$ cat src/rtl/multdiv_pkg.sv
// rtl/multdiv_pkg.sv - shared MultDiv encodings and iteration constants
package multdiv_pkg;

  typedef enum logic [1:0] {
    ST_IDLE = 2'd0,
    ST_RUN  = 2'd1,
    ST_DONE = 2'd2
  } mult_state_e;

  localparam int MULT_ITER = 32;
  localparam int CNT_W     = 6;

endpackage

$ cat src/rtl/booth_step.sv
// rtl/booth_step.sv - one radix-2 Booth add/subtract followed by an arithmetic right shift
module booth_step #(
  parameter int WIDTH = 32
) (
  input  logic [WIDTH:0]   acc_i,
  input  logic [WIDTH-1:0] q_i,
  input  logic             q_1_i,
  input  logic [WIDTH:0]   m_i,
  output logic [WIDTH:0]   acc_o,
  output logic [WIDTH-1:0] q_o,
  output logic             q_1_o
);

  logic [WIDTH:0] sum;

  always_comb begin
    sum = acc_i;
    case ({q_i[0], q_1_i})
      2'b01:   sum = acc_i + m_i;
      2'b10:   sum = acc_i - m_i;
      default: sum = acc_i;
    endcase
    // Shift the whole {acc, q, q_1} register right, replicating the accumulator sign.
    acc_o = {sum[WIDTH], sum[WIDTH:1]};
    q_o   = {sum[0], q_i[WIDTH-1:1]};
    q_1_o = q_i[0];
  end

endmodule

$ cat src/rtl/booth_mult32.sv
// rtl/booth_mult32.sv - iterative signed 32x32 Booth multiplier, low word result plus overflow flag
module booth_mult32
  import multdiv_pkg::*;
#(
  parameter int WIDTH = 32
) (
  input  logic             clock,
  input  logic             resetn,
  input  logic             ctrl_MULT,
  input  logic [WIDTH-1:0] data_operandA,
  input  logic [WIDTH-1:0] data_operandB,
  output logic [WIDTH-1:0] data_result,
  output logic             data_exception,
  output logic             data_resultRDY,
  output logic             busy
);

  mult_state_e      state_q, state_d;
  logic [CNT_W-1:0] cnt_q, cnt_d;
  logic [WIDTH:0]   acc_q, acc_d;
  logic [WIDTH-1:0] q_q, q_d;
  logic             q1_q, q1_d;
  logic [WIDTH:0]   m_q, m_d;
  logic [WIDTH-1:0] result_q, result_d;
  logic             exc_q, exc_d;
  logic             rdy_q, rdy_d;
  logic             busy_q, busy_d;

  logic [WIDTH:0]   step_acc;
  logic [WIDTH-1:0] step_q;
  logic             step_q1;
  logic [WIDTH:0]   prod_hi;

  booth_step #(.WIDTH(WIDTH)) u_step (
    .acc_i (acc_q),
    .q_i   (q_q),
    .q_1_i (q1_q),
    .m_i   (m_q),
    .acc_o (step_acc),
    .q_o   (step_q),
    .q_1_o (step_q1)
  );

  // Product bits [63:31]; they must all agree for the result to fit in 32 signed bits.
  assign prod_hi = {acc_q[WIDTH-1:0], q_q[WIDTH-1]};

  always_comb begin
    state_d  = state_q;
    cnt_d    = cnt_q;
    acc_d    = acc_q;
    q_d      = q_q;
    q1_d     = q1_q;
    m_d      = m_q;
    result_d = result_q;
    exc_d    = exc_q;
    rdy_d    = 1'b0;
    if (ctrl_MULT) begin
      // A start in any state reloads; an aborted operation never reaches DONE.
      state_d = ST_RUN;
      cnt_d   = '0;
      acc_d   = '0;
      q_d     = data_operandB;
      q1_d    = 1'b0;
      m_d     = {data_operandA[WIDTH-1], data_operandA};
    end else begin
      case (state_q)
        ST_RUN: begin
          acc_d = step_acc;
          q_d   = step_q;
          q1_d  = step_q1;
          cnt_d = cnt_q + CNT_W'(1);
          if (cnt_q == CNT_W'(MULT_ITER - 1)) state_d = ST_DONE;
        end
        ST_DONE: begin
          state_d  = ST_IDLE;
          result_d = q_q;
          exc_d    = ~(&prod_hi | ~|prod_hi);
          rdy_d    = 1'b1;
        end
        default: state_d = ST_IDLE;
      endcase
    end
    busy_d = (state_d != ST_IDLE);
  end

  always_ff @(posedge clock or negedge resetn) begin
    if (!resetn) begin
      state_q  <= ST_IDLE;
      cnt_q    <= '0;
      acc_q    <= '0;
      q_q      <= '0;
      q1_q     <= 1'b0;
      m_q      <= '0;
      result_q <= '0;
      exc_q    <= 1'b0;
      rdy_q    <= 1'b0;
      busy_q   <= 1'b0;
    end else begin
      state_q  <= state_d;
      cnt_q    <= cnt_d;
      acc_q    <= acc_d;
      q_q      <= q_d;
      q1_q     <= q1_d;
      m_q      <= m_d;
      result_q <= result_d;
      exc_q    <= exc_d;
      rdy_q    <= rdy_d;
      busy_q   <= busy_d;
    end
  end

  assign data_result    = result_q;
  assign data_exception = exc_q;
  assign data_resultRDY = rdy_q;
  assign busy           = busy_q;

endmodule
$ cat config.mk
export PLATFORM = sky130hd
export DESIGN_NAME = booth_mult32
export DESIGN_NICKNAME = d
export VERILOG_FILES = /design/src/rtl/multdiv_pkg.sv /design/src/rtl/booth_step.sv /design/src/rtl/booth_mult32.sv
export SDC_FILE = /design/constraint.sdc
export NUM_CORES = 1
export LEC_CHECK = 0
export BUFFER_PORTS_ARGS = -buffer_cell sky130_fd_sc_hd__buf_2
export CORE_MARGIN = 4
export CORE_UTILIZATION = 64
export CTS_CLUSTER_DIAMETER = 60
export DETAILED_ROUTE_END_ITERATION = 12
export HOLD_SLACK_MARGIN = 0.05
export PLACE_DENSITY = 0.87
export SYNTH_ARGS = -nofsm -noshare
export SYNTH_HDL_FRONTEND = slang
export SYNTH_SLANG_ARGS = --single-unit
$ cat constraint.sdc
create_clock -name clock -period 7.4 [get_ports clock]
set_input_delay 1.11 -clock clock [delete_from_list [all_inputs] [get_ports clock]]
set_output_delay 1.11 -clock clock [all_outputs]
set_load 0.1 [all_outputs]
==> After elaboration in Yosys (flattened, before gate mapping) <==
Cells that the tools add are included.
{ "classes": {"add_sub_neg": 3, "eq_ne": 5, "mux": 14, "bitwise_logic": 3, "reduce_logical": 6} }
{ "ops": {"columns": ["operator", "count"], "rows": [
  ["$mux 33", 2],
  ["$pmux 33 s2", 1],
  ["$mux 32", 2],
  ["$add 33x33->33", 1],
  ["$reduce_and 33->1", 1],
  ["$reduce_or 33->1", 1],
  ["$sub 33x33->33", 1],
  ["$mux 6", 2],
  ["$add 6x1->6 const B", 1],
  ["$eq 6x5->1 const B", 1],
  ["$mux 2", 3],
  ["$eq 2x1->1 const B", 2],
  ["$eq 2x2->1 const B", 2],
  ["$mux 1", 4],
  ["$reduce_bool 2->1", 2],
  ["$not 1->1", 2],
  ["$reduce_and 2->1", 1],
  ["$logic_not 1->1", 1],
  ["$or 1x1->1", 1]
]} }
{ "totals": {"register_bits": 141, "in_bits": 67, "output_inout_bits": 35, "wordCells": 41} }

==> Depth between registers and ports, before layout <==
{ "logic_depth": {"word_depth": 5, "mapped_depth": 19} }

==> By module <==
A second synthesis with hierarchy kept.
{ "unflattened": {"hier_cells": 986, "hier_area_um2": 8974.9} }
{ "modules_own_cells": {"columns": ["module", "instances", "cells_each", "area_each_um2"], "rows": [
  ["booth_mult32", 1, 486, 5793.1],
  ["booth_step", 1, 500, 3181.8]
]} }

==> Worst setup path after synthesis <==
No wires, ideal clock.
{ "synth_timing": {"path_type": "register to register", "from": "reg q1_q", "to": "reg acc_q[30]", "setup_ns": 0.120, "arrival_ns": 3.623, "t_required_ns": 7.280, "setup_slack_ns": 3.658, "path_stages_with_launch": 16, "n_path_buf": 2, "synth_period_minus_slack_ns": 3.742, "path_cell_list": "dfrtp_1 inv_1 ha_1 clkbuf_1 clkbuf_1 mux2i_1 ha_1 nor2b_1 o31a_1 o31a_1 a31o_4 o22a_4 a211oi_4 o21ai_2 a2111o_1 and3_1"} }
{ "synth_between": {"elab_chain_cells": 4, "elab_cells_between_ends": 5} }
{ "synth_rtl": {"columns": ["item", "line", "rtl"], "rows": [
  ["start: declaration", "booth_mult32.sv:22", "logic q1_q, q1_d;"],
  ["start signal: assignment", "booth_mult32.sv:103", "q1_q <= q1_d;"],
  ["$eq 2x2->1 / $eq 2x1->1 (equally long branches)", "booth_step.sv:18", "case ({q_i[0], q_1_i})"],
  ["$pmux 33 s2 *", "booth_step.sv:18", null],
  ["$mux 33 *", "booth_mult32.sv:66", "case (state_q)"],
  ["$mux 33 *", "booth_mult32.sv:57", "if (ctrl_MULT) begin"],
  ["end signal: assignment", "booth_mult32.sv:90", "acc_q <= '0;"],
  ["end signal: assignment", "booth_mult32.sv:101", "acc_q <= acc_d;"],
  ["end: declaration", "booth_mult32.sv:20", "logic [WIDTH:0] acc_q, acc_d;"]
]} }
Every way passes the cells marked *; elsewhere a longest branch is shown, timed or not. The select of a mux whose other input is x is not followed.
A chain may end at the register's enable or synchronous reset.

==> Worst setup path in the final report <==
{ "layout_timing": {"from": "reg m_q[3]", "to": "reg acc_q[31]"} }
{ "layout_between": {"elab_chain_cells": 4, "elab_cells_between_ends": 5} }
{ "layout_rtl": {"columns": ["item", "line", "rtl"], "rows": [
  ["start: declaration", "booth_mult32.sv:23", "logic [WIDTH:0] m_q, m_d;"],
  ["start signal: assignment", "booth_mult32.sv:104", "m_q <= m_d;"],
  ["$sub 33x33->33 / $add 33x33->33 (equally long branches)", "booth_step.sv:20, booth_step.sv:19", null],
  ["$pmux 33 s2 *", "booth_step.sv:18", null],
  ["$mux 33 *", "booth_mult32.sv:66", null],
  ["$mux 33 *", "booth_mult32.sv:57", null]
]} }
Marked as above.

==> impl_metrics.py <==
metrics = {
    "sta": {
        "post-route-period-util_pct": 61.1,
        "drv_slew": 0,
        "setup_viol": 0,
        "fmax_ghz": 0.221,
        "slew_headroom_pct": 33.5,
        "fin_skew_ns": 0.00773,
        "final-hold-violation-count": 0,
        "rsz0062_at_grt": "false",
        "tns_ns": 0,
        "tightest_slew_ns": 0.998,
        "period_needed_ns": 4.52,
    },
    "clock_network": {
        "clockBufferDepth": 2,
        "clock_latency_ns": 0.43,
        "root_buffer": "clkbuf_16",
        "hold_buffers": 0,
        "post-cts-setup-buffers": 0,
        "clock-sinks": 140,
        "cts_max_level": 4,
        "cts_repair_resize_count": 0,
        "numCtsBuffers": 17,
        "path_clk_slew_ns": 0.06,
        "cts_tree": "built",
    },
    "worst_setup_path": {
        "end_kind": "flip-flop",
        "path_class": "flip-flop to flip-flop",
        "rrSetupSlack_ns": 2.88,
        "start_kind": "flip-flop",
        "cp_slowest_stage_delay_ns": 0.48,
        "rr_startpoint": "m_q[3]",
        "crit_family": "compound AO/OA/AOI/OAI gates",
        "slowest_stage": "a211oi_1",
        "worst-path-buf-inv": 0,
        "worstPathCellList": "nor4_2, and4b_1, and2_1, nand2_1, nor2_1, a21oi_1, xnor2_1, ha_1, nand2_1, o21ai_0, nor3_1, a211oi_1, a31oi_1, o211ai_1, a31oi_1, xnor2_1, a21oi_1",
        "cp.required_ns": 7.67,
        "rr_worst_depth": 17,
        "path_max_fanout": 6,
        "critPathArrivalTime_ns": 4.80,
        "r2r_end": "acc_q[31]",
    },
    "global_route": {
        "grt_pass1_vias": 6950,
        "overflow": 0,
        "antenna_found_initial": 1,
        "grt_max_degree": 98,
        "grt_pass1_wl_um": 34400,
        "grtUsageTotal_pct": 29.2,
    },
    "synthesis": {
        "synth.net_count": 972,
        "netlist_area_mm2": 0.00829,
        "avgSynthCellArea_um2": 9.54,
        "synth_seq_cells": 140,
        "yosys_warnings": 0,
        "async_reset_ff_share_pct": 100,
        "synth_flop_cell": "dfrtp_1",
        "synth_top_area_share_pct": 42.3,
        "yosysSeqAreaShare_pct": 42.3,
        "synth_cell_types": 61,
        "synth_cells": 869,
        "synth.largest_area_cell": "dfrtp_1",
        "synth_enable_flop_cells": 0,
        "synth_top_cells_by_area": "dfrtp_1 (42%), mux2_2 (7.9%), xnor2_1 (5.5%)",
    },
    "placement": {
        "placed_area_mm2": 0.00891,
        "routabilityCongestion": 0.980,
        "hpwl_um": 13900,
        "numPortBuffers": 101,
    },
    "flow_run": {
        "max_cap_violations": 0,
    },
    "die": {
        "fp-row-count": 41,
        "start_util_pct": 65.4,
        "dieWidth_um": 122,
        "core_mm2": 0.0127,
        "ioPinCount": 102,
        "dieArea_mm2": 0.0148,
        "fp.dieH_um": 122,
    },
    "hold_path": {
        "holdCritStartpoint": "data_result[12]",
        "min_delay_path_depth": 1,
        "min_to": "data_result[12]",
        "hp-class": "flip-flop to flip-flop",
    },
    "layout": {
        "drive_gt1_share_pct": 21.9,
        "final_util_pct": 75.2,
        "design_area_mm2": 0.00953,
        "nNetsFinal": 1052,
        "syn2layout_area_growth_pct": 14.9,
        "diodes": 0,
        "fillers": 818,
    },
    "routing": {
        "vias": 7099,
        "detail-route-antenna-nets": 0,
        "routed_wl_um": 20800,
        "drt-wirelength-per-cell_um": 18.3,
        "remaining_drc_errors": 0,
        "drt_iter0_drc": 577,
        "avgViaCountPerCell": 6.26,
        "drtPass1Iterations": 5,
    },
    "status": {
        "outcome": "completed",
    },
    "power": {
        "p_int_w": 0.00184,
        "clock_power_share_pct": 31.4,
        "p_per_area_mw_per_mm2": 303,
        "comb_power_share_pct": 34.5,
        "p_leak_nw": 4.39,
        "peakVddDrop_mv": 0.219,
        "pwr-share-seq_pct": 34.2,
        "switching_share_pct": 36.4,
        "p_sw_w": 0.00105,
    },
}
## flip-flops by register name, summed over array words and instances (netlist names)
signal / cells
data_exception: 1
data_result: 32
busy: 1
q1_q: 1
cnt_q: 6
acc_q: 32
q_q: 32
data_resultRDY: 1
m_q: 32
state_q: 2
## per-layer routing
metal	up-vias	GRT usage (%)	part of all wire, %
met1	3442	39.1	42
met4	2	12.2	3.2
li1	3286	-	-
met5	-	0	0.034
met3	64	5.76	6.9
met2	305	47.0	48
## worst max-delay path by stage
stage / start / to / slack, ns / cells past startpoint
CTS: m_q[3] / acc_q[31] / 2.94 / 17
global placement: m_q[3] / acc_q[31] / 3.21 / 17
global route: m_q[3] / acc_q[31] / 2.38 / 17
floorplan: q1_q / acc_q[30] / 3.66 / 15
finish: m_q[3] / acc_q[31] / 2.88 / 17
detailed placement: m_q[3] / acc_q[31] / 3.03 / 17
## final cells by class
cell class                      instances  area, µm²  share of cell area [%]
Timing Repair Buffer                  108        567                    5.95
Tap cell                              172        215                    2.26
Clock buffer                           18        439                    4.61
Multi-Input combinational cell        661       4540                    47.7
Inverter                               21       78.8                   0.827
Clock inverter                         14        179                    1.88
Sequential cell                       140       3500                    36.8
## cells by family (layout without fill, tap and decap cells)
group / after synthesis / after routing / synth area share, %
AO/OA/AOI/OAI: 231 / 231 / 16.7
XOR/XNOR: 60 / 60 / 6.34
adder cells (fa/ha/maj): 36 / 36 / 5.52
buffers and inverters: 68 / 161 / 3.09
flip-flops: 140 / 140 / 42.3
multiplexers: 94 / 94 / 12.2
AND/OR/NAND/NOR: 240 / 240 / 13.8
## power groups by stage
stage	Sequential, W	Combinational, W	Clock [W]
after floorplan	0.000946	0.000773	0
after global placement	0.000987	0.000925	0
after detailed placement	0.000993	0.000958	0
after CTS	0.000982	0.000979	0.000913
after global routing	0.000999	0.00110	0.000945
final	0.000987	0.000996	0.000906
## layout by cell type, fill, tap and decap left out, types with 3 or more instances in the layout
cell type    n
nor3_1      13
clkbuf_16   17
nand3b_1     3
a211oi_1    13
inv_1       20
nand2b_1     4
a31oi_1     11
mux2i_1     36
and2_1       5
o211ai_1    11
xnor2_1     52
inv_6        6
o21bai_1     3
mux2_2      58
buf_2       99
and3_1       5
nor4_1      14
o21a_1       4
bufinv_16    3
xor2_1       8
buf_4        8
nor3b_1      3
o21ai_0     84
a21o_1      12
nor2_1      57
nand2_1     94
dfrtp_1    140
ha_1        35
nand3_1      7
nand4_1     16
a21oi_1     72
and4b_1      4
## through the flow
| stage | worst slack, ns | total power (W) | hold slack, ns | instances |
|---|---|---|---|---|
| global placement | 3.21 | 0.00191 | 0.485 | 1102 |
| CTS | 2.94 | 0.00287 | 0.504 | 1134 |
| global route | 2.38 | 0.00305 | 0.509 | 1134 |
| detailed placement | 3.03 | 0.00195 | 0.490 | 1102 |
| finish | 2.88 | 0.00289 | 0.503 | 1134 |
| floorplan | 3.66 | 0.00172 | 0.501 | 869 |
## synth_stat cells, types with 12 or more instances
| cell | count |
|---|---|
| dfrtp_1 | 140 |
| nand2_1 | 94 |
| o21ai_0 | 84 |
| a21oi_1 | 72 |
| mux2_2 | 58 |
| nor2_1 | 57 |
| xnor2_1 | 52 |
| clkbuf_1 | 38 |
| mux2i_1 | 36 |
| ha_1 | 35 |
| inv_1 | 20 |
| nand4_1 | 16 |
| nor4_1 | 14 |
| a211oi_1 | 13 |
| nor3_1 | 13 |
| a21o_1 | 12 |
No activity file was read; power rests on OpenSTA's default activity.
